==> src/rtl/mem_arb_pkg.sv <==
// Purpose : shared types and constants for the memory port arbiter.
// Latency : n/a (package only).
// Backpressure : n/a (package only).
//
// Contents: FSM state encoding, memory size codes (these match the data
// memory's dsize encoding), and the latency/starvation counter width.
package mem_arb_pkg;

  typedef enum logic [1:0] {
    ST_IDLE   = 2'd0,
    ST_WAIT_I = 2'd1,
    ST_WAIT_D = 2'd2
  } arb_state_t;

  localparam logic [1:0] MEM_SIZE_BYTE = 2'd0;
  localparam logic [1:0] MEM_SIZE_HALF = 2'd1;
  localparam logic [1:0] MEM_SIZE_WORD = 2'd2;

  // Wide enough for MEM_LAT-1 with MEM_LAT up to 15, and for the
  // starvation count.
  localparam int CNT_W = 4;
  typedef logic [CNT_W-1:0] cnt_t;

endpackage

==> src/rtl/mem_arb_pick.sv <==
// Purpose : picks the winner of an IDLE-cycle arbitration between fetch and data.
// Latency : combinational pick; the optional starvation count updates on clk.
// Backpressure : no pick unless arb_en (FSM idle and not in reset).
//
// Optional feature macro: ARB_STARVE_GUARD_EN (adds the starvation counter
// and the clk/reset ports it needs).
// Ports:
//   clk, reset     clock and synchronous active-low reset (guard build only)
//   arb_en         arbitration allowed this cycle
//   i_req, d_req   pending fetch / data requests
//   pick_i, pick_d one-hot winner (both 0 when nothing is granted)
module mem_arb_pick
  import mem_arb_pkg::*;
#(
  parameter int unsigned STARVE_MAX = 4
) (
`ifdef ARB_STARVE_GUARD_EN
  input  logic clk,
  input  logic reset,
`endif
  input  logic arb_en,
  input  logic i_req,
  input  logic d_req,
  output logic pick_i,
  output logic pick_d
);

  logic starve;

`ifdef ARB_STARVE_GUARD_EN
  localparam cnt_t STARVE_LIM = CNT_W'(STARVE_MAX);

  cnt_t starve_cnt;

  // Fetch is forced through once data has won STARVE_MAX times in a row
  // while fetch was waiting.
  assign starve = i_req && (starve_cnt == STARVE_LIM);

  always_ff @(posedge clk) begin
    if (!reset) begin
      starve_cnt <= '0;
    end else if (arb_en) begin
      if (pick_i || !i_req) begin
        starve_cnt <= '0;
      end else if (pick_d) begin
        starve_cnt <= starve_cnt + cnt_t'(1);
      end
    end
  end
`else
  assign starve = 1'b0;
`endif

  always_comb begin
    pick_i = 1'b0;
    pick_d = 1'b0;
    if (arb_en) begin
      pick_d = d_req && !starve;
      pick_i = i_req && (!d_req || starve);
    end
  end

endmodule

==> src/rtl/mem_port_arbiter.sv <==
// Purpose : shares one single-ported data memory between fetch and load/store.
// Latency : gnt combinational in the issue cycle T; rvalid at T+MEM_LAT.
// Backpressure : one transaction at a time; requests stay pending (no gnt) while busy.
//
// Optional feature macro: ARB_STARVE_GUARD_EN (forces a fetch grant after
// STARVE_MAX consecutive data grants that overtook a pending fetch).
// Ports:
//   clk, reset                     clock, synchronous active-low reset
//   i_req/i_addr -> i_gnt          fetch request and accept pulse
//   i_rvalid/i_rdata               fetched word return
//   d_req/d_we/d_size/d_sign/d_addr/d_wdata -> d_gnt   data request and accept
//   d_rvalid/d_rdata               load data or store completion (rdata 0)
//   m_addr/m_wdata/m_we/m_size/m_sign, m_rdata         memory side
//   busy                           transaction outstanding
module mem_port_arbiter
  import mem_arb_pkg::*;
#(
  parameter int unsigned MEM_LAT    = 2,
  parameter int unsigned STARVE_MAX = 4
) (
  input  logic        clk,
  input  logic        reset,
  input  logic        i_req,
  input  logic [31:0] i_addr,
  output logic        i_gnt,
  output logic        i_rvalid,
  output logic [31:0] i_rdata,
  input  logic        d_req,
  input  logic        d_we,
  input  logic [1:0]  d_size,
  input  logic        d_sign,
  input  logic [31:0] d_addr,
  input  logic [31:0] d_wdata,
  output logic        d_gnt,
  output logic        d_rvalid,
  output logic [31:0] d_rdata,
  output logic [31:0] m_addr,
  output logic [31:0] m_wdata,
  output logic        m_we,
  output logic [1:0]  m_size,
  output logic        m_sign,
  input  logic [31:0] m_rdata,
  output logic        busy
);

  localparam cnt_t LAT_INIT = CNT_W'(MEM_LAT - 1);

  arb_state_t  state, state_nxt;
  cnt_t        lat_cnt, lat_cnt_nxt;

  logic [31:0] hold_addr;
  logic [31:0] hold_wdata;
  logic [1:0]  hold_size;
  logic        hold_sign;
  logic        hold_we;

  logic        arb_en;
  logic        pick_i;
  logic        pick_d;
  logic        waiting;
  logic        done;

  // Gating with reset keeps every output at 0 while reset is held, even
  // though gnt and m_* are combinational from the request inputs.
  assign arb_en  = reset && (state == ST_IDLE);
  assign waiting = reset && (state != ST_IDLE);
  assign done    = waiting && (lat_cnt == '0);

  mem_arb_pick #(
    .STARVE_MAX (STARVE_MAX)
  ) u_pick (
`ifdef ARB_STARVE_GUARD_EN
    .clk    (clk),
    .reset  (reset),
`endif
    .arb_en (arb_en),
    .i_req  (i_req),
    .d_req  (d_req),
    .pick_i (pick_i),
    .pick_d (pick_d)
  );

  // Next state and latency counter.
  always_comb begin
    state_nxt   = state;
    lat_cnt_nxt = lat_cnt;
    case (state)
      ST_IDLE: begin
        if (pick_d) begin
          state_nxt   = ST_WAIT_D;
          lat_cnt_nxt = LAT_INIT;
        end else if (pick_i) begin
          state_nxt   = ST_WAIT_I;
          lat_cnt_nxt = LAT_INIT;
        end
      end
      ST_WAIT_I, ST_WAIT_D: begin
        if (lat_cnt == '0) begin
          state_nxt = ST_IDLE;
        end else begin
          lat_cnt_nxt = lat_cnt - cnt_t'(1);
        end
      end
      default: begin
        state_nxt = ST_IDLE;
      end
    endcase
  end

  always_ff @(posedge clk) begin
    if (!reset) begin
      state   <= ST_IDLE;
      lat_cnt <= '0;
    end else begin
      state   <= state_nxt;
      lat_cnt <= lat_cnt_nxt;
    end
  end

  // Hold registers replay the issued request on m_* for the wait cycles.
  // A fetch is captured as a plain word read.
  always_ff @(posedge clk) begin
    if (!reset) begin
      hold_addr  <= '0;
      hold_wdata <= '0;
      hold_size  <= '0;
      hold_sign  <= 1'b0;
      hold_we    <= 1'b0;
    end else if (pick_d) begin
      hold_addr  <= d_addr;
      hold_wdata <= d_wdata;
      hold_size  <= d_size;
      hold_sign  <= d_sign;
      hold_we    <= d_we;
    end else if (pick_i) begin
      hold_addr  <= i_addr;
      hold_wdata <= '0;
      hold_size  <= MEM_SIZE_WORD;
      hold_sign  <= 1'b0;
      hold_we    <= 1'b0;
    end
  end

  // Memory-side drive: live winner in the issue cycle, hold registers while
  // waiting, zero otherwise. m_we only ever pulses in the issue cycle.
  always_comb begin
    m_addr  = '0;
    m_wdata = '0;
    m_we    = 1'b0;
    m_size  = '0;
    m_sign  = 1'b0;
    if (pick_d) begin
      m_addr  = d_addr;
      m_wdata = d_wdata;
      m_we    = d_we;
      m_size  = d_size;
      m_sign  = d_sign;
    end else if (pick_i) begin
      m_addr  = i_addr;
      m_size  = MEM_SIZE_WORD;
    end else if (waiting) begin
      m_addr  = hold_addr;
      m_wdata = hold_wdata;
      m_size  = hold_size;
      m_sign  = hold_sign;
    end
  end

  // Requester-side returns; rdata passes m_rdata through only in the
  // completion cycle of the owner, and a store returns 0.
  always_comb begin
    i_gnt    = pick_i;
    d_gnt    = pick_d;
    i_rvalid = done && (state == ST_WAIT_I);
    d_rvalid = done && (state == ST_WAIT_D);
    i_rdata  = '0;
    d_rdata  = '0;
    busy     = waiting;
    if (i_rvalid) begin
      i_rdata = m_rdata;
    end
    if (d_rvalid && !hold_we) begin
      d_rdata = m_rdata;
    end
  end

endmodule

==> config.mk <==
export PLATFORM = sky130hd
export DESIGN_NAME = mem_port_arbiter
export DESIGN_NICKNAME = d
export VERILOG_FILES = /design/src/rtl/mem_arb_pkg.sv /design/src/rtl/mem_arb_pick.sv /design/src/rtl/mem_port_arbiter.sv
export SDC_FILE = /design/constraint.sdc
export NUM_CORES = 1
export LEC_CHECK = 0
export CAP_MARGIN = 20
export CORE_ASPECT_RATIO = 1.5
export CORE_MARGIN = 3
export CORE_UTILIZATION = 40
export DETAILED_ROUTE_END_ITERATION = 12
export PLACE_DENSITY_LB_ADDON = 0.1
export SYNTH_ARGS = -nofsm -noshare
export SYNTH_HDL_FRONTEND = slang
export SYNTH_SLANG_ARGS = --single-unit
==> constraint.sdc <==
create_clock -name clk -period 4.5 [get_ports clk]
set_input_delay 0.675 -clock clk [delete_from_list [all_inputs] [get_ports clk]]
set_output_delay 0.675 -clock clk [all_outputs]
set_load 0.005 [all_outputs]
After elaboration in Yosys (flattened, before gate mapping)
Cells that the tools add are included.
Widths: inputs -> output; s select.
{ "totals": {"inputBits": 136, "regBits": 74, "output_inout_bits": 137, "elab_cells": 64} }
{ "op_classes": {"eq_ne": 5, "add_sub_neg": 1, "n_reduce_logical": 17, "n_mux": 34} }
{ "ops": {"columns": ["operator", "count"], "rows": [
  ["$mux 32", 12],
  ["$mux 2", 8],
  ["$mux 4", 3],
  ["$mux 1", 9],
  ["$pmux 4 s2", 1],
  ["$logic_and 1x1->1", 7],
  ["$reduce_bool 2->1", 3],
  ["$logic_not 4->1", 1],
  ["$ne 2x2->1 const B", 2],
  ["$pmux 2 s2", 1],
  ["$sub 4x1->4 const B", 1],
  ["$ne 3x3->1 const B", 1],
  ["$reduce_and 3->1", 1],
  ["$eq 2x1->1 const B", 1],
  ["$eq 2x2->1 const B", 1],
  ["$logic_not 1->1", 2],
  ["$logic_not 2->1", 1],
  ["$reduce_and 2->1", 1],
  ["$reduce_or 2->1", 1]
]} }

Logic depth before layout (Yosys ltp)
{ "logic_depth": {"word_depth": 6, "depth_mapped": 8} }

Hierarchy
Synthesis repeated with hierarchy kept, for this count alone.
{ "hier_totals": {"hier_cells": 537, "hier_area_um2": 4291.6} }
{ "modules_own_cells": {"columns": ["module", "instances", "area_each_um2", "cells_each"], "rows": [
  ["mem_port_arbiter", 1, 4275.4, 535],
  ["mem_arb_pick", 1, 16.3, 2]
]} }

Least setup slack after synthesis
OpenSTA, ideal clock, no wires.
{ "synth_timing": {"path_kind": "input to output", "from": "input port reset", "to": "output port d_rdata[10]", "arrival_ns": 1.634, "setup_slack_ns": 2.191, "path_stages": 6, "n_path_buf": 3, "required_time_ns": 3.825, "cell_sequence": "buf_2 -> nor2b_1 -> buf_2 -> and4b_1 -> buf_2 -> and2_1"} }
{ "synth_via": {"elab_chain_cells": 5} }
{ "synth_lines": {"columns": ["item", "line_no", "text"], "rows": [
  ["start: declaration", "mem_port_arbiter.sv:22", "input logic reset,"],
  ["$logic_and 1x1->1", "mem_port_arbiter.sv:66", "assign waiting = reset && (state != ST_IDLE);"],
  ["$logic_and 1x1->1", "mem_port_arbiter.sv:67", "assign done = waiting && (lat_cnt == '0);"],
  ["$logic_and 1x1->1", "mem_port_arbiter.sv:175", "d_rvalid = done && (state == ST_WAIT_D);"],
  ["$logic_and 1x1->1", "mem_port_arbiter.sv:182", "if (d_rvalid && !hold_we) begin"],
  ["$mux 32", "mem_port_arbiter.sv:182", null],
  ["end: declaration", "mem_port_arbiter.sv:36", "output logic [31:0] d_rdata,"]
]} }
No other way between the ends.

Worst setup path after layout
{ "layout_timing": {"from": "register lat_cnt[0]", "to": "output port d_rdata[11]"} }
{ "layout_via": {"elab_chain_cells": 5} }
{ "layout_lines": {"columns": ["item", "line_no", "text"], "rows": [
  ["start: declaration", "mem_port_arbiter.sv:49", "cnt_t lat_cnt, lat_cnt_nxt;"],
  ["start signal: assignment", "mem_port_arbiter.sv:116", "lat_cnt <= lat_cnt_nxt;"],
  ["$logic_not 4->1", "mem_port_arbiter.sv:67", null],
  ["$logic_and 1x1->1", "mem_port_arbiter.sv:67", null],
  ["$logic_and 1x1->1", "mem_port_arbiter.sv:175", null],
  ["$logic_and 1x1->1", "mem_port_arbiter.sv:182", null],
  ["$mux 32", "mem_port_arbiter.sv:182", null]
]} }
No other way between the ends.

==> metrics.csv <==
stage,metric,value,unit
synthesis,Yosys warnings,0,
synthesis,Syn Nets,682,
pwr,pwr dens,310.2,nW/µm²
pwr,Reg power frac,32.7,%
sta,FMAX,279.7,MHz
sta,post-route minimum period,3576,ps
grt,initial antenna violation count,0,
synthesis,mapped cell area,4388,µm²
placed_design,Final GP Congestion,0.8056,
finish,Final nets,921,
outcome,status,"finished, final reports clean",
grt,first-pass GRT wire length,23830,µm
floorplan,die height,134.3,µm
sta,setup repair after global routing missed its margin,no,
synthesis,sequential fraction of the synthesis area,33.76,%
floorplan,core area,10650,µm²
sta,final critical-path share of the clock period,79.46,%
worst_setup_path,worst reg2reg startpoint,state[0]$_SDFFE_PN0P_,
pwr,Peak supply drop,0.2146,mV
pwr,combinational share of power,35.7,%
floorplan,Die Area,12290,µm²
pwr,Clock power frac,31.7,%
synthesis,Post-synth EDFFs,0,
run,Max Cap Violations,0,
worst_hold_path,Min-Delay Path Class,reg2reg,
drt,First-pass DRT Iterations,5,
cts,Post-CTS Resized,0,
placed_design,dpl hpwl,11560,µm
cts,Worst-path clk slew,60,ps
worst_setup_path,Crit-path slowest cell,and4b_1,
finish,area of the multi-input gates,2669,µm²
finish,layout cells sized above 1,4.071,%
worst_setup_path,CP arrival,2900,ps
sta,clock skew,8.027,ps
synthesis,prevailing post-synth register cell,dfxtp_1,
pwr,switching portion of total power,30.01,%
worst_setup_path,Crit Path Class,reg2out,
grt,gr usage total,23.71,%
sta,Worst Tran Pin Value,857.3,ps
finish,"leading cell type in the layout, fill and taps excluded",clkdlybuf4s50_1,
finish,Register Area,1481,µm²
sta,setup tns final,0,ps
worst_hold_path,Hold Path Sink,hold_wdata[10]$_SDFFE_PN0P_,
pwr,Final Total Pwr,2.318,mW
cts,clk root buf,clkbuf_16,
synthesis,Mapped Cells,542,
worst_setup_path,Critical Path RT,3830,ps
worst_setup_path,CP cell instances,inv_1 -> ha_1 -> nor3b_2 -> and4b_1 -> and2_1 -> clkdlybuf4s50_1,
placed_design,DP Area,7157,µm²
sta,final setup fails,0,
grt,vias in the first global route,4662,
sta,final slew viol count,0,
worst_setup_path,worst path bufs/invs,2,
worst_hold_path,hold path start,hold_wdata[10]$_SDFFE_PN0P_,
drt,Via-to-Cell Ratio,5.183,
synthesis,Yosys reg bits,74,
floorplan,Cell Rows,46,
drt,Vias,4825,
worst_setup_path,reg2reg end,hold_size[1]$_SDFFE_PN0P_,
cts,number of CTS-inserted buffers,9,
worst_setup_path,Reg2Reg Depth,6,
cts,CTS Hold Bufs,0,
drt,# DRC,0,
cts,TritonCTS clock tree,built,
synthesis,"Avg Cell Area, Syn",8.096,µm²
grt,largest net degree at the start of global routing,74,
worst_setup_path,"CP delay by family, top",simple AND/OR/NAND/NOR gates,
cts,clk sinks,74,
floorplan,Initial Util,41.21,%
finish,area grow syn2layout,70.29,%
pwr,Leak,3.052,nW
worst_setup_path,Worst Path Max Fanout,32,
pwr,Net Sw Power,0.6955,mW
placed_design,dpl ws,966.8,ps
sta,normalized max-slew margin,42.85,%
worst_setup_path,CP Capture Type,output pin,
drt,DRT Wirelength,15360,µm
finish,layout filler cell count,876,
finish,"Design Area, Final",7472,µm²
pwr,internal power,1.622,mW
floorplan,Die Wd,91.52,µm
drt,DR iter-0 viols,194,
drt,WL/cell,16.50,µm
worst_setup_path,max incr delay on CP,810,ps
synthesis,"Distinct cells, synth",38,
sta,Final Hold Viols,0,
synthesis,post-synthesis async set-or-reset flop share,0,%
finish,"commonest non-fill, non-tap cells in the layout","270 x clkdlybuf4s50_1, 97 x and2_1, 74 x dfxtp_1",
floorplan,I/O pin count,273,
cts,CTS H-tree lvls,3,
cts,maximum root-to-sink buffer count,2,
grt,Overflow after GRT,0,
worst_hold_path,hold path cells,2,
placed_design,Port-buffer cells,272,
worst_setup_path,R2R Setup Slk,2340,ps
cts,# Post-CTS Setup Buffers,0,
cts,clk_lat worst skew,330,ps
sta,worst setup margin,924.2,ps
worst_setup_path,WP depth,6,
drt,Antenna Nets Post-Route,0,
worst_setup_path,startpoint class of the critical path,register,
routing by layer:
metal	GRT usage, %	vias up	share of wire [%]
met5	0	-	0
met2	44.61	213	52
li1	-	2383	-
met1	24.79	2207	37
met4	7.215	0	1.9
met3	7.351	22	8.8
flip-flops by register name, indices dropped and copies added, names as in the netlist:
register	cells
hold_sign	1
hold_we	1
hold_addr	32
state	2
hold_wdata	32
hold_size	2
lat_cnt	4
logic make-up after synthesis:
group / count (synthesis) / synth area share (%)
AO/OA/AOI/OAI: 179 / 29.97
adder cells (fa/ha/maj): 4 / 1.141
buffers and inverters: 60 / 5.817
flip-flops: 74 / 33.76
multiplexers: 1 / 0.2281
AND/OR/NAND/NOR: 224 / 29.08
worst reg2reg max path: stages, from the launching register on:
cell     delay, ps
dfxtp_1        310
inv_1          100
ha_1           480
and3_2         280
buf_4          540
nor2b_1        280
nor3_1          70
power by group through the flow:
stage	Clock, mW	Combinational [mW]	Sequential, mW
4_1_cts	0.748	0.833	0.757
3_5_place_dp	0	0.828	0.770
5_1_grt	0.784	0.903	0.764
3_3_place_gp	0	0.805	0.765
2_1_floorplan	0	0.427	0.759
6_report	0.734	0.826	0.757
final cells by class:
type	instances	share of cell area [%]
multi-input cells	408	35.72
clock inverters	6	0.9879
well taps	144	2.411
inverters	7	0.3516
clock buffers	10	3.198
repair buffers	281	37.47
diodes	1	0.03349
flip-flops and latches	74	19.83
stage by stage:
step                utilization [%]  hold slack (ps)  instances
finish                        70.18            497.2        931
floorplan                         -            458.5        542
global route                  70.15            522.7        930
global placement              66.96            479.1        913
detailed placement            67.22            482.8        914
CTS                           70.15            501.4        930
how the worst max path moves through the flow:
| stage | to | slack (ps) | startpoint |
|---|---|---|---|
| after floorplan | d_rdata[10] | 2190 | reset |
| after global placement | i_rdata[16] | 1030 | reset |
| after detailed placement | d_rdata[24] | 970 | reset |
| after CTS | d_rdata[24] | 910 | lat_cnt[0]$_SDFFE_PN0P_ |
| after global routing | d_rdata[24] | 700 | lat_cnt[0]$_SDFFE_PN0P_ |
| final | d_rdata[11] | 920 | lat_cnt[0]$_SDFFE_PN0P_ |
Yosys cell counts, types with 2 or more instances:
master,number,share of area (%)
clkbuf_1,29,2.5
a22oi_1,35,6.0
a21o_1,32,5.5
inv_1,7,0.60
nor3_1,2,0.23
nand3b_1,32,5.5
a211oi_1,2,0.34
and2_1,97,14
a21oi_1,33,3.8
a32o_1,2,0.46
buf_2,24,2.7
o21a_1,32,5.5
nand2_1,39,3.3
and3_1,3,0.43
a22o_1,35,7.0
dfxtp_1,74,34
ha_1,4,1.1
nor2b_1,4,0.57
nor2_1,37,3.2
(Power assumes the default switching activity.)
